<file path="config.mk">
export PLATFORM = sky130hd
export DESIGN_NAME = pipe_issue_arbiter_flat
export DESIGN_NICKNAME = d
export VERILOG_FILES = /design/src/rtl/pipe_issue_arbiter_pkg.sv /design/src/rtl/pipe_issue_arbiter_if.sv /design/src/rtl/pipe_issue_arbiter_rr_arb2.sv /design/src/rtl/pipe_issue_arbiter.sv /design/src/flat_wrapper.sv
export SDC_FILE = /design/constraint.sdc
export NUM_CORES = 1
export LEC_CHECK = 0
export BUFFER_PORTS_ARGS = -buffer_cell sky130_fd_sc_hd__buf_2
export CAP_MARGIN = 20
export CORE_MARGIN = 8
export CORE_UTILIZATION = 55
export CTS_CLUSTER_SIZE = 40
export DETAILED_ROUTE_END_ITERATION = 6
export PLACE_DENSITY_LB_ADDON = 0.15
export SLEW_MARGIN = 20
export SYNTH_ARGS = -nofsm -noshare
export SYNTH_HDL_FRONTEND = slang
export SYNTH_HIERARCHICAL = 1
export SYNTH_SLANG_ARGS = --single-unit
</file>
<file path="constraint.sdc">
create_clock -name clk -period 6.44 [get_ports clk]
set_clock_uncertainty 0.1 [all_clocks]
set_input_delay 0.966 -clock clk [delete_from_list [all_inputs] [get_ports clk]]
set_output_delay 0.966 -clock clk [all_outputs]
set_load 0.02 [all_outputs]
</file>
<file path="src/rtl/pipe_issue_arbiter_pkg.sv">
// Shared opcode constants and drain FSM encoding for the ADD/SET/NAND pipeline issue path.
// Pure declarations: no latency, no flow control.
package pipe_pkg;

    localparam logic [1:0] OP_NOP  = 2'b00;
    localparam logic [1:0] OP_ADD  = 2'b01;
    localparam logic [1:0] OP_SET  = 2'b10;
    localparam logic [1:0] OP_NAND = 2'b11;

    typedef enum logic [1:0] {
        ST_RUN     = 2'd0,
        ST_DRAIN   = 2'd1,
        ST_DRAINED = 2'd2
    } drain_state_e;

    function automatic logic is_nop(input logic [7:0] inst);
        return inst[7:6] == OP_NOP;
    endfunction

endpackage

</file>
<file path="src/rtl/pipe_issue_arbiter_if.sv">
// Bundle of the two source handshakes, the pipeline issue port and drain/status signals.
// slave is the arbiter's view; master is the view of whatever drives the sources and pipeline.
interface pipe_issue_arbiter_if #(
    parameter int CNT_W = 16
);
    logic [7:0]       s0_inst;
    logic             s0_valid;
    logic             s0_ready;
    logic [7:0]       s1_inst;
    logic             s1_valid;
    logic             s1_ready;
    logic [7:0]       pipe_inst;
    logic             pipe_inst_valid;
    logic             pipe_inst_ready;
    logic             pipe_id_ex_valid;
    logic             pipe_ex_wb_valid;
    logic             drain_req;
    logic             drained;
    logic [CNT_W-1:0] cnt0;
    logic [CNT_W-1:0] cnt1;

    modport slave (
        input  s0_inst, s0_valid, s1_inst, s1_valid,
        input  pipe_inst_ready, pipe_id_ex_valid, pipe_ex_wb_valid, drain_req,
        output s0_ready, s1_ready, pipe_inst, pipe_inst_valid, drained, cnt0, cnt1
    );

    modport master (
        output s0_inst, s0_valid, s1_inst, s1_valid,
        output pipe_inst_ready, pipe_id_ex_valid, pipe_ex_wb_valid, drain_req,
        input  s0_ready, s1_ready, pipe_inst, pipe_inst_valid, drained, cnt0, cnt1
    );

endinterface

</file>
<file path="src/rtl/pipe_issue_arbiter_rr_arb2.sv">
// Two-way round-robin grant; combinational grant, last_grant moves only when advance is high.
// No backpressure of its own: the caller decides when a grant is consumed.
module rr_arb2 (
    input  logic       clk,
    input  logic       rst,
    input  logic [1:0] req,
    input  logic       advance,
    output logic       grant
);

    logic last_grant;

    always_comb begin
        grant = ~last_grant;
        case (req)
            2'b01:   grant = 1'b0;
            2'b10:   grant = 1'b1;
            default: grant = ~last_grant;
        endcase
    end

    // Reset to 1 so that source 0 wins the first tie.
    always_ff @(posedge clk) begin
        if (!rst) begin
            last_grant <= 1'b1;
        end else if (advance) begin
            last_grant <= grant;
        end
    end

endmodule

</file>
<file path="src/rtl/pipe_issue_arbiter.sv">
// Round-robin issue of two sources into one registered pipeline port, with NOP drop and drain.
// Latency 1 cycle source->pipe_inst_valid; sources stall while the output is held or draining.
module pipe_issue_arbiter
    import pipe_pkg::*;
#(
    parameter int CNT_W    = 16,
    parameter int DROP_NOP = 1
) (
    input  logic                  clk,
    input  logic                  rst,
    pipe_issue_arbiter_if.slave   bus
);

    drain_state_e     state;
    drain_state_e     state_nx;
    logic             load_en;
    logic             accept_ok;
    logic             grant;
    logic             xfer;
    logic             fwd;
    logic [7:0]       sel_inst;
    logic [7:0]       inst_q;
    logic             vld_q;
    logic [CNT_W-1:0] cnt0_q;
    logic [CNT_W-1:0] cnt1_q;
    logic             pipe_empty;

    assign load_en   = !vld_q || bus.pipe_inst_ready;
    // drain_req gates acceptance directly so nothing slips in on the cycle it rises.
    assign accept_ok = rst && (state == ST_RUN) && !bus.drain_req && load_en;

    rr_arb2 u_arb (
        .clk     (clk),
        .rst     (rst),
        .req     ({bus.s1_valid, bus.s0_valid}),
        .advance (xfer),
        .grant   (grant)
    );

    assign bus.s0_ready = accept_ok && !grant;
    assign bus.s1_ready = accept_ok &&  grant;

    assign xfer     = (bus.s0_valid && bus.s0_ready) || (bus.s1_valid && bus.s1_ready);
    assign sel_inst = grant ? bus.s1_inst : bus.s0_inst;
    assign fwd      = xfer && !((DROP_NOP != 0) && is_nop(sel_inst));

    always_ff @(posedge clk) begin
        if (!rst) begin
            inst_q <= 8'h00;
            vld_q  <= 1'b0;
        end else if (fwd) begin
            inst_q <= sel_inst;
            vld_q  <= 1'b1;
        end else if (bus.pipe_inst_ready) begin
            vld_q  <= 1'b0;
        end
    end

    always_ff @(posedge clk) begin
        if (!rst) begin
            cnt0_q <= '0;
            cnt1_q <= '0;
        end else if (fwd) begin
            if (grant) begin
                cnt1_q <= cnt1_q + {{(CNT_W-1){1'b0}}, 1'b1};
            end else begin
                cnt0_q <= cnt0_q + {{(CNT_W-1){1'b0}}, 1'b1};
            end
        end
    end

    assign pipe_empty = !vld_q && !bus.pipe_id_ex_valid && !bus.pipe_ex_wb_valid;

    // A request withdrawn in DRAIN returns to RUN even if the pipe happens to be empty that cycle.
    always_comb begin
        state_nx = state;
        case (state)
            ST_RUN: begin
                if (bus.drain_req) state_nx = ST_DRAIN;
            end
            ST_DRAIN: begin
                if (!bus.drain_req)  state_nx = ST_RUN;
                else if (pipe_empty) state_nx = ST_DRAINED;
            end
            ST_DRAINED: begin
                if (!bus.drain_req) state_nx = ST_RUN;
            end
            default: state_nx = ST_RUN;
        endcase
    end

    always_ff @(posedge clk) begin
        if (!rst) begin
            state <= ST_RUN;
        end else begin
            state <= state_nx;
        end
    end

    assign bus.pipe_inst       = inst_q;
    assign bus.pipe_inst_valid = vld_q;
    assign bus.drained         = (state == ST_DRAINED);
    assign bus.cnt0            = cnt0_q;
    assign bus.cnt1            = cnt1_q;

endmodule
</file>
<file path="src/flat_wrapper.sv">
// flat-port wrapper written by rule: the top's interface ports become plain ports
module pipe_issue_arbiter_flat import pipe_pkg::*;
#(
    parameter int CNT_W    = 16,
    parameter int DROP_NOP = 1
)
  (clk, rst, bus_s0_inst, bus_s0_valid, bus_s1_inst, bus_s1_valid, bus_pipe_inst_ready, bus_pipe_id_ex_valid, bus_pipe_ex_wb_valid, bus_drain_req, bus_s0_ready, bus_s1_ready, bus_pipe_inst, bus_pipe_inst_valid, bus_drained, bus_cnt0, bus_cnt1);
  pipe_issue_arbiter_if #(.CNT_W(CNT_W)) bus_i ();
  input  logic clk;
  input  logic rst;
  input wire logic [$bits(bus_i.s0_inst)-1:0] bus_s0_inst;
  input wire logic [$bits(bus_i.s0_valid)-1:0] bus_s0_valid;
  input wire logic [$bits(bus_i.s1_inst)-1:0] bus_s1_inst;
  input wire logic [$bits(bus_i.s1_valid)-1:0] bus_s1_valid;
  input wire logic [$bits(bus_i.pipe_inst_ready)-1:0] bus_pipe_inst_ready;
  input wire logic [$bits(bus_i.pipe_id_ex_valid)-1:0] bus_pipe_id_ex_valid;
  input wire logic [$bits(bus_i.pipe_ex_wb_valid)-1:0] bus_pipe_ex_wb_valid;
  input wire logic [$bits(bus_i.drain_req)-1:0] bus_drain_req;
  output wire logic [$bits(bus_i.s0_ready)-1:0] bus_s0_ready;
  output wire logic [$bits(bus_i.s1_ready)-1:0] bus_s1_ready;
  output wire logic [$bits(bus_i.pipe_inst)-1:0] bus_pipe_inst;
  output wire logic [$bits(bus_i.pipe_inst_valid)-1:0] bus_pipe_inst_valid;
  output wire logic [$bits(bus_i.drained)-1:0] bus_drained;
  output wire logic [$bits(bus_i.cnt0)-1:0] bus_cnt0;
  output wire logic [$bits(bus_i.cnt1)-1:0] bus_cnt1;
  assign bus_i.s0_inst = bus_s0_inst;
  assign bus_i.s0_valid = bus_s0_valid;
  assign bus_i.s1_inst = bus_s1_inst;
  assign bus_i.s1_valid = bus_s1_valid;
  assign bus_i.pipe_inst_ready = bus_pipe_inst_ready;
  assign bus_i.pipe_id_ex_valid = bus_pipe_id_ex_valid;
  assign bus_i.pipe_ex_wb_valid = bus_pipe_ex_wb_valid;
  assign bus_i.drain_req = bus_drain_req;
  assign bus_s0_ready = bus_i.s0_ready;
  assign bus_s1_ready = bus_i.s1_ready;
  assign bus_pipe_inst = bus_i.pipe_inst;
  assign bus_pipe_inst_valid = bus_i.pipe_inst_valid;
  assign bus_drained = bus_i.drained;
  assign bus_cnt0 = bus_i.cnt0;
  assign bus_cnt1 = bus_i.cnt1;
  pipe_issue_arbiter #(.CNT_W(CNT_W), .DROP_NOP(DROP_NOP)) u_core (.clk(clk), .rst(rst), .bus(bus_i));
endmodule
</file>
== Yosys cells after proc, flatten, opt, wreduce, memory -nomap -nowiden ==
Index checks and enable logic that the tools add are counted.
W data, S select, Z words.
Word-level totals
  register bits after elaboration: 44
  logic and storage cells: 50
Cells by class
  add/subtract/negate cells: 2
  equality and inequality tests: 7
  multiplexer cells: 9
  bitwise logic cells: 2
  reductions and logical operators: 24
Operators by type and width (number)
  $add A16 B1 Y16 const B: 2
  $logic_and A1 B1 Y1: 10
  $mux W2: 4
  $mux W8: 1
  $logic_not A1 Y1: 6
  $pmux W2 S3: 1
  $eq A2 B1 Y1 const B: 2
  $eq A2 B2 Y1 const B: 2
  $logic_not A2 Y1: 2
  $ne A2 B2 Y1 const B: 2
  $reduce_and A2 Y1: 2
  $ne A3 B2 Y1 const B: 1
  $reduce_and A3 Y1: 1
  $logic_or A1 B1 Y1: 2
  $mux W1: 2
  $not A1 Y1: 2
  $pmux W1 S2: 1
  $reduce_bool A2 Y1: 1

== Logic depth before layout (Yosys ltp) ==
  word-level depth: 9
  mapped depth: 12

== Hierarchy ==
Netlist, hierarchy kept.
Modules (own cells, without submodules)
  pipe_issue_arbiter: times used 1, cells each 246, area an instance 2163.3 um^2, seq. area each 860.8 um^2
  rr_arb2: times used 1, cells each 9, area an instance 72.6 um^2, seq. area each 20.0 um^2

== Least setup slack after synthesis ==
OpenSTA, ideal clock, no wires.
  path kind: input -> output
  start: in bus_s0_valid
  end: out bus_s1_ready
  data arrival time: 2353 ps
  required time: 5374 ps
  setup slack: 3021 ps
  stages: 6
  path buffers: 2
  cell sequence: inv_1 -> ha_1 -> mux2i_1 -> buf_2 -> buf_1 -> and3_1
Between the ends
  longest elaborated chain between the ends: 3
Ends and longest elaborated chain
  from (decl): RTL line flat_wrapper.sv:12  | input wire logic [$bits(bus_i.s0_valid)-1:0] bus_s0_valid;
  $eq A2 B2 Y1 or $eq A2 B1 Y1 (tied branches): RTL line pipe_issue_arbiter_rr_arb2.sv:15  | case (req)
  $pmux W1 S2 (*): RTL line pipe_issue_arbiter_rr_arb2.sv:15
  net u_core.grant: RTL line pipe_issue_arbiter.sv:18  | logic grant;
  $logic_and A1 B1 Y1 (*): RTL line pipe_issue_arbiter.sv:41  | assign bus.s1_ready = accept_ok && grant;
  to (decl): RTL line flat_wrapper.sv:20  | output wire logic [$bits(bus_i.s1_ready)-1:0] bus_s1_ready;
The timed path passes the listed nets; every way through them passes the cells marked *.

== Worst setup path in the final report ==
  start: in bus_s0_valid
  end: reg u_core.cnt1_q[15] (netlist: u_core/bus.cnt1[15])
Between the ends
  longest elaborated chain between the ends: 8
Ends and longest elaborated chain
  $eq A2 B2 Y1 or $eq A2 B1 Y1 (tied branches): RTL line pipe_issue_arbiter_rr_arb2.sv:15
  $pmux W1 S2 (*): RTL line pipe_issue_arbiter_rr_arb2.sv:15
  net u_core.grant: RTL line pipe_issue_arbiter.sv:18
  $logic_not A1 Y1: RTL line pipe_issue_arbiter.sv:40  | assign bus.s0_ready = accept_ok && !grant;
  $logic_and A1 B1 Y1: RTL line pipe_issue_arbiter.sv:40
  $logic_and A1 B1 Y1: RTL line pipe_issue_arbiter.sv:43  | assign xfer = (bus.s0_valid && bus.s0_ready) || (bus.s1_valid && bus.s1_ready);
  $logic_or A1 B1 Y1: RTL line pipe_issue_arbiter.sv:43
  $logic_and A1 B1 Y1: RTL line pipe_issue_arbiter.sv:45  | assign fwd = xfer && !((DROP_NOP != 0) && is_nop(sel_inst));
  $reduce_and A2 Y1 (no line) (*)
  to (signal assigned): RTL line pipe_issue_arbiter.sv:65  | cnt1_q <= cnt1_q + {{(CNT_W-1){1'b0}}, 1'b1};
  to (decl): RTL line pipe_issue_arbiter.sv:25  | logic [CNT_W-1:0] cnt1_q;
Marks and branches as above.
A chain may end at the register's enable or synchronous reset.

==> out/results.txt <==
Run status -> complete, no violations
Placer Congestion -> 0.8113
Final Core Density -> 67.11%
Least-Margin Pin Slew -> 1.057 ns
Worst Path Required -> 6.55 ns
Post-synth top area cell -> dfxtp_1
CP max-delay cell -> mux2i_2
Number of enable flip-flop cells after synthesis -> 0
R2R Path Start -> u_core/u_arb/last_grant$_SDFFE_PN1P_
Max Slew Vio Count -> 0
Post-synthesis register bit count -> 44
ANT nets after route -> 0
Core outline area -> 0.003971 mm^2
Post-CTS resize count -> 0
Netlist Area Pre-Place -> 0.002236 mm^2
Final worst slack -> 2.519 ns
Total gr overflow -> 0
CTS tree -> built
Mapped Cells -> 255
Inserted Diodes -> 0
RSZ-0062 raised after global routing -> no
Fin cells -> 366
Avg Inst Size Synth -> 8.768 um^2
Crit path max fanout -> 22
Slew margin rel. -> 29.43%
CP delay by family, top -> simple AND/OR/NAND/NOR gates
Routed wire length -> 5642 um
Antenna violations before repair -> 0
Detailed Place HPWL -> 4157 um
Pwr Density -> 191.1 mW/mm^2
Die area -> 0.006362 mm^2
Max Buffers Root-to-Sink -> 2
First drt pass iteration count -> 4
Share of cells above drive strength 1 -> 26.27%
Data arrival time of the worst path -> 4.03 ns
Pre-CTS setup slack -> 2.240 ns
Hold violation count in the final report -> 0
Wire per inst -> 15.42 um
Maximum clock frequency -> 255.0 MHz
Placed Cells incl. Taps -> 358
Setup_tns -> 0 ns
Fin crit period -> 3.921 ns
Drt drc -> 0
Cell variety after synth -> 42
Worst stage delay on the critical path -> 0.84 ns
CTS root buf -> clkbuf_8
Synth async-reset ratio -> 0%
Area after DPL -> 0.002572 mm^2
Post-synth net total -> 282
Crit path buffers/inverters -> 2
Leading cell type in the layout, fill and taps excluded -> buf_2
Number of max-cap violations -> 0
Clk slew on worst S/H paths -> 0.08 ns
Initial Utilization -> 56.30%
Inserted Clock Buffers -> 5
CTS Sinks -> 44
Boundary Pins -> 68
Yosys top cell area share -> 39.40%
Setup Fix Bufs, Post-CTS -> 0
Final setup viols -> 0
CP startpoint kind -> primary input
Top post-synthesis cells by area -> dfxtp_1, a21oi_1, mux2i_1, o31ai_1, or4_1
Crit path kind -> in -> reg
Die width -> 79.76 um
CP cell instances -> buf_2 > inv_1 > ha_1 > mux2i_2 > or3_1 > nand4_1 > or4_1 > a21oi_1
Final instance area -> 0.002665 mm^2
Number of H-tree levels -> 2
Global-route wire length before repair -> 9342 um
Vias per cell -> 5.918
Pleak -> 0.001089 uW
Layout area overhead -> 19.19%
Hold_buf cts -> 0
Crit end category -> flip-flop
Gr usage total -> 17.65%
Yosys warns -> 6
Sequential area share after synthesis -> 39.40%
Vias in the first global route -> 2069
Worst vdd ir -> 0.1409 mV
Via count -> 2166
Pin count of the biggest net entering global routing -> 33
Min-delay src -> u_core/bus.cnt1[12]$_SDFFE_PN0P_
IO Port Bufs -> 67
Die height -> 79.76 um
Most frequent cells in the layout -> buf_2, dfxtp_1, a21oi_1
First-iteration detailed-routing DRC count -> 135
Layout Nets -> 342
Std-Cell Rows -> 23
Crit path from -> bus_s0_valid
Period utilisation layout -> 60.89%
Worst hold path class -> reg -> reg
Dominant synthesized flop cell -> dfxtp_1
Clk_lat worst skew -> 0.29 ns
==> final timing paths <==
check | cells past startpoint | slack (ns) | endpoint
max | 8 | 2.52 | u_core/bus.cnt1[15]$_SDFFE_PN0P_
min | 1 | 0.39 | u_core/bus.cnt1[12]$_SDFFE_PN0P_
max reg2reg | 5 | 3.41 | u_core/bus.cnt1[15]$_SDFFE_PN0P_
min reg2reg | 1 | 0.39 | u_core/bus.cnt1[12]$_SDFFE_PN0P_
==> registers in the layout, summed over array words and instances (netlist names) <==
signal                      count
u_core/u_arb/last_grant         1
u_core/bus.pipe_inst_valid      1
u_core/bus.cnt1                16
u_core/bus.pipe_inst            8
u_core/state                    2
u_core/bus.cnt0                16
==> synth_stat cells, types with 3 or more instances <==
library cell	instances
a211oi_1	7
a21oi_1	29
and3_1	5
and4_1	3
buf_2	4
clkbuf_1	8
dfxtp_1	44
ha_1	3
inv_1	7
mux2_2	3
mux2i_1	13
nand2_1	21
nand3_1	12
nand4_1	9
nor2_1	6
nor4_1	5
o21ai_0	10
o31ai_1	12
or2b_1	3
or3_1	10
or4_1	12
==> final cells by class <==
| cell class | instances | area [um^2] |
|---|---|---|
| Clock buffer | 6 | 82.58 |
| Clock inverter | 2 | 10.01 |
| Fill cell | 370 | 1306 |
| Inverter | 7 | 26.28 |
| Multi-Input combinational cell | 190 | 1267 |
| Sequential cell | 44 | 880.8 |
| Tap cell | 50 | 62.56 |
| Timing Repair Buffer | 67 | 335.3 |
==> through the flow <==
stage	hold WS, ns	total power, uW
2_1_floorplan	0.3487	321.5
3_3_place_gp	0.3704	338.3
3_5_place_dp	0.3755	339.3
4_1_cts	0.3877	513.9
5_1_grt	0.4148	528.8
6_report	0.3885	509.3
==> logic make-up (layout without fill, tap and decap cells) <==
family | after synthesis | in the layout | synth area share [%]
adder cells (fa/ha/maj) | 3 | 3 | 1.679
AND/OR/NAND/NOR | 97 | 97 | 25.74
flip-flops | 44 | 44 | 39.40
multiplexers | 16 | 16 | 7.330
AO/OA/AOI/OAI | 72 | 72 | 20.99
buffers and inverters | 21 | 82 | 4.085
XOR/XNOR | 2 | 2 | 0.7836
==> report_power, final <==
group | switching, uW | internal (uW) | total, uW
registers | 2.76 | 276 | 278
logic | 34.0 | 20.5 | 54.4
clock network | 90.8 | 85.6 | 176
total | 128 | 382 | 509
==> layer usage <==
metal	share of wire [%]	vias up	global-route usage, %
li1	-	1095	-
met1	44	1013	20.89
met2	47	54	29.75
met3	7.8	4	5.068
met4	1.1	0	6.000
met5	0	-	0
(Power assumes the default switching activity.)
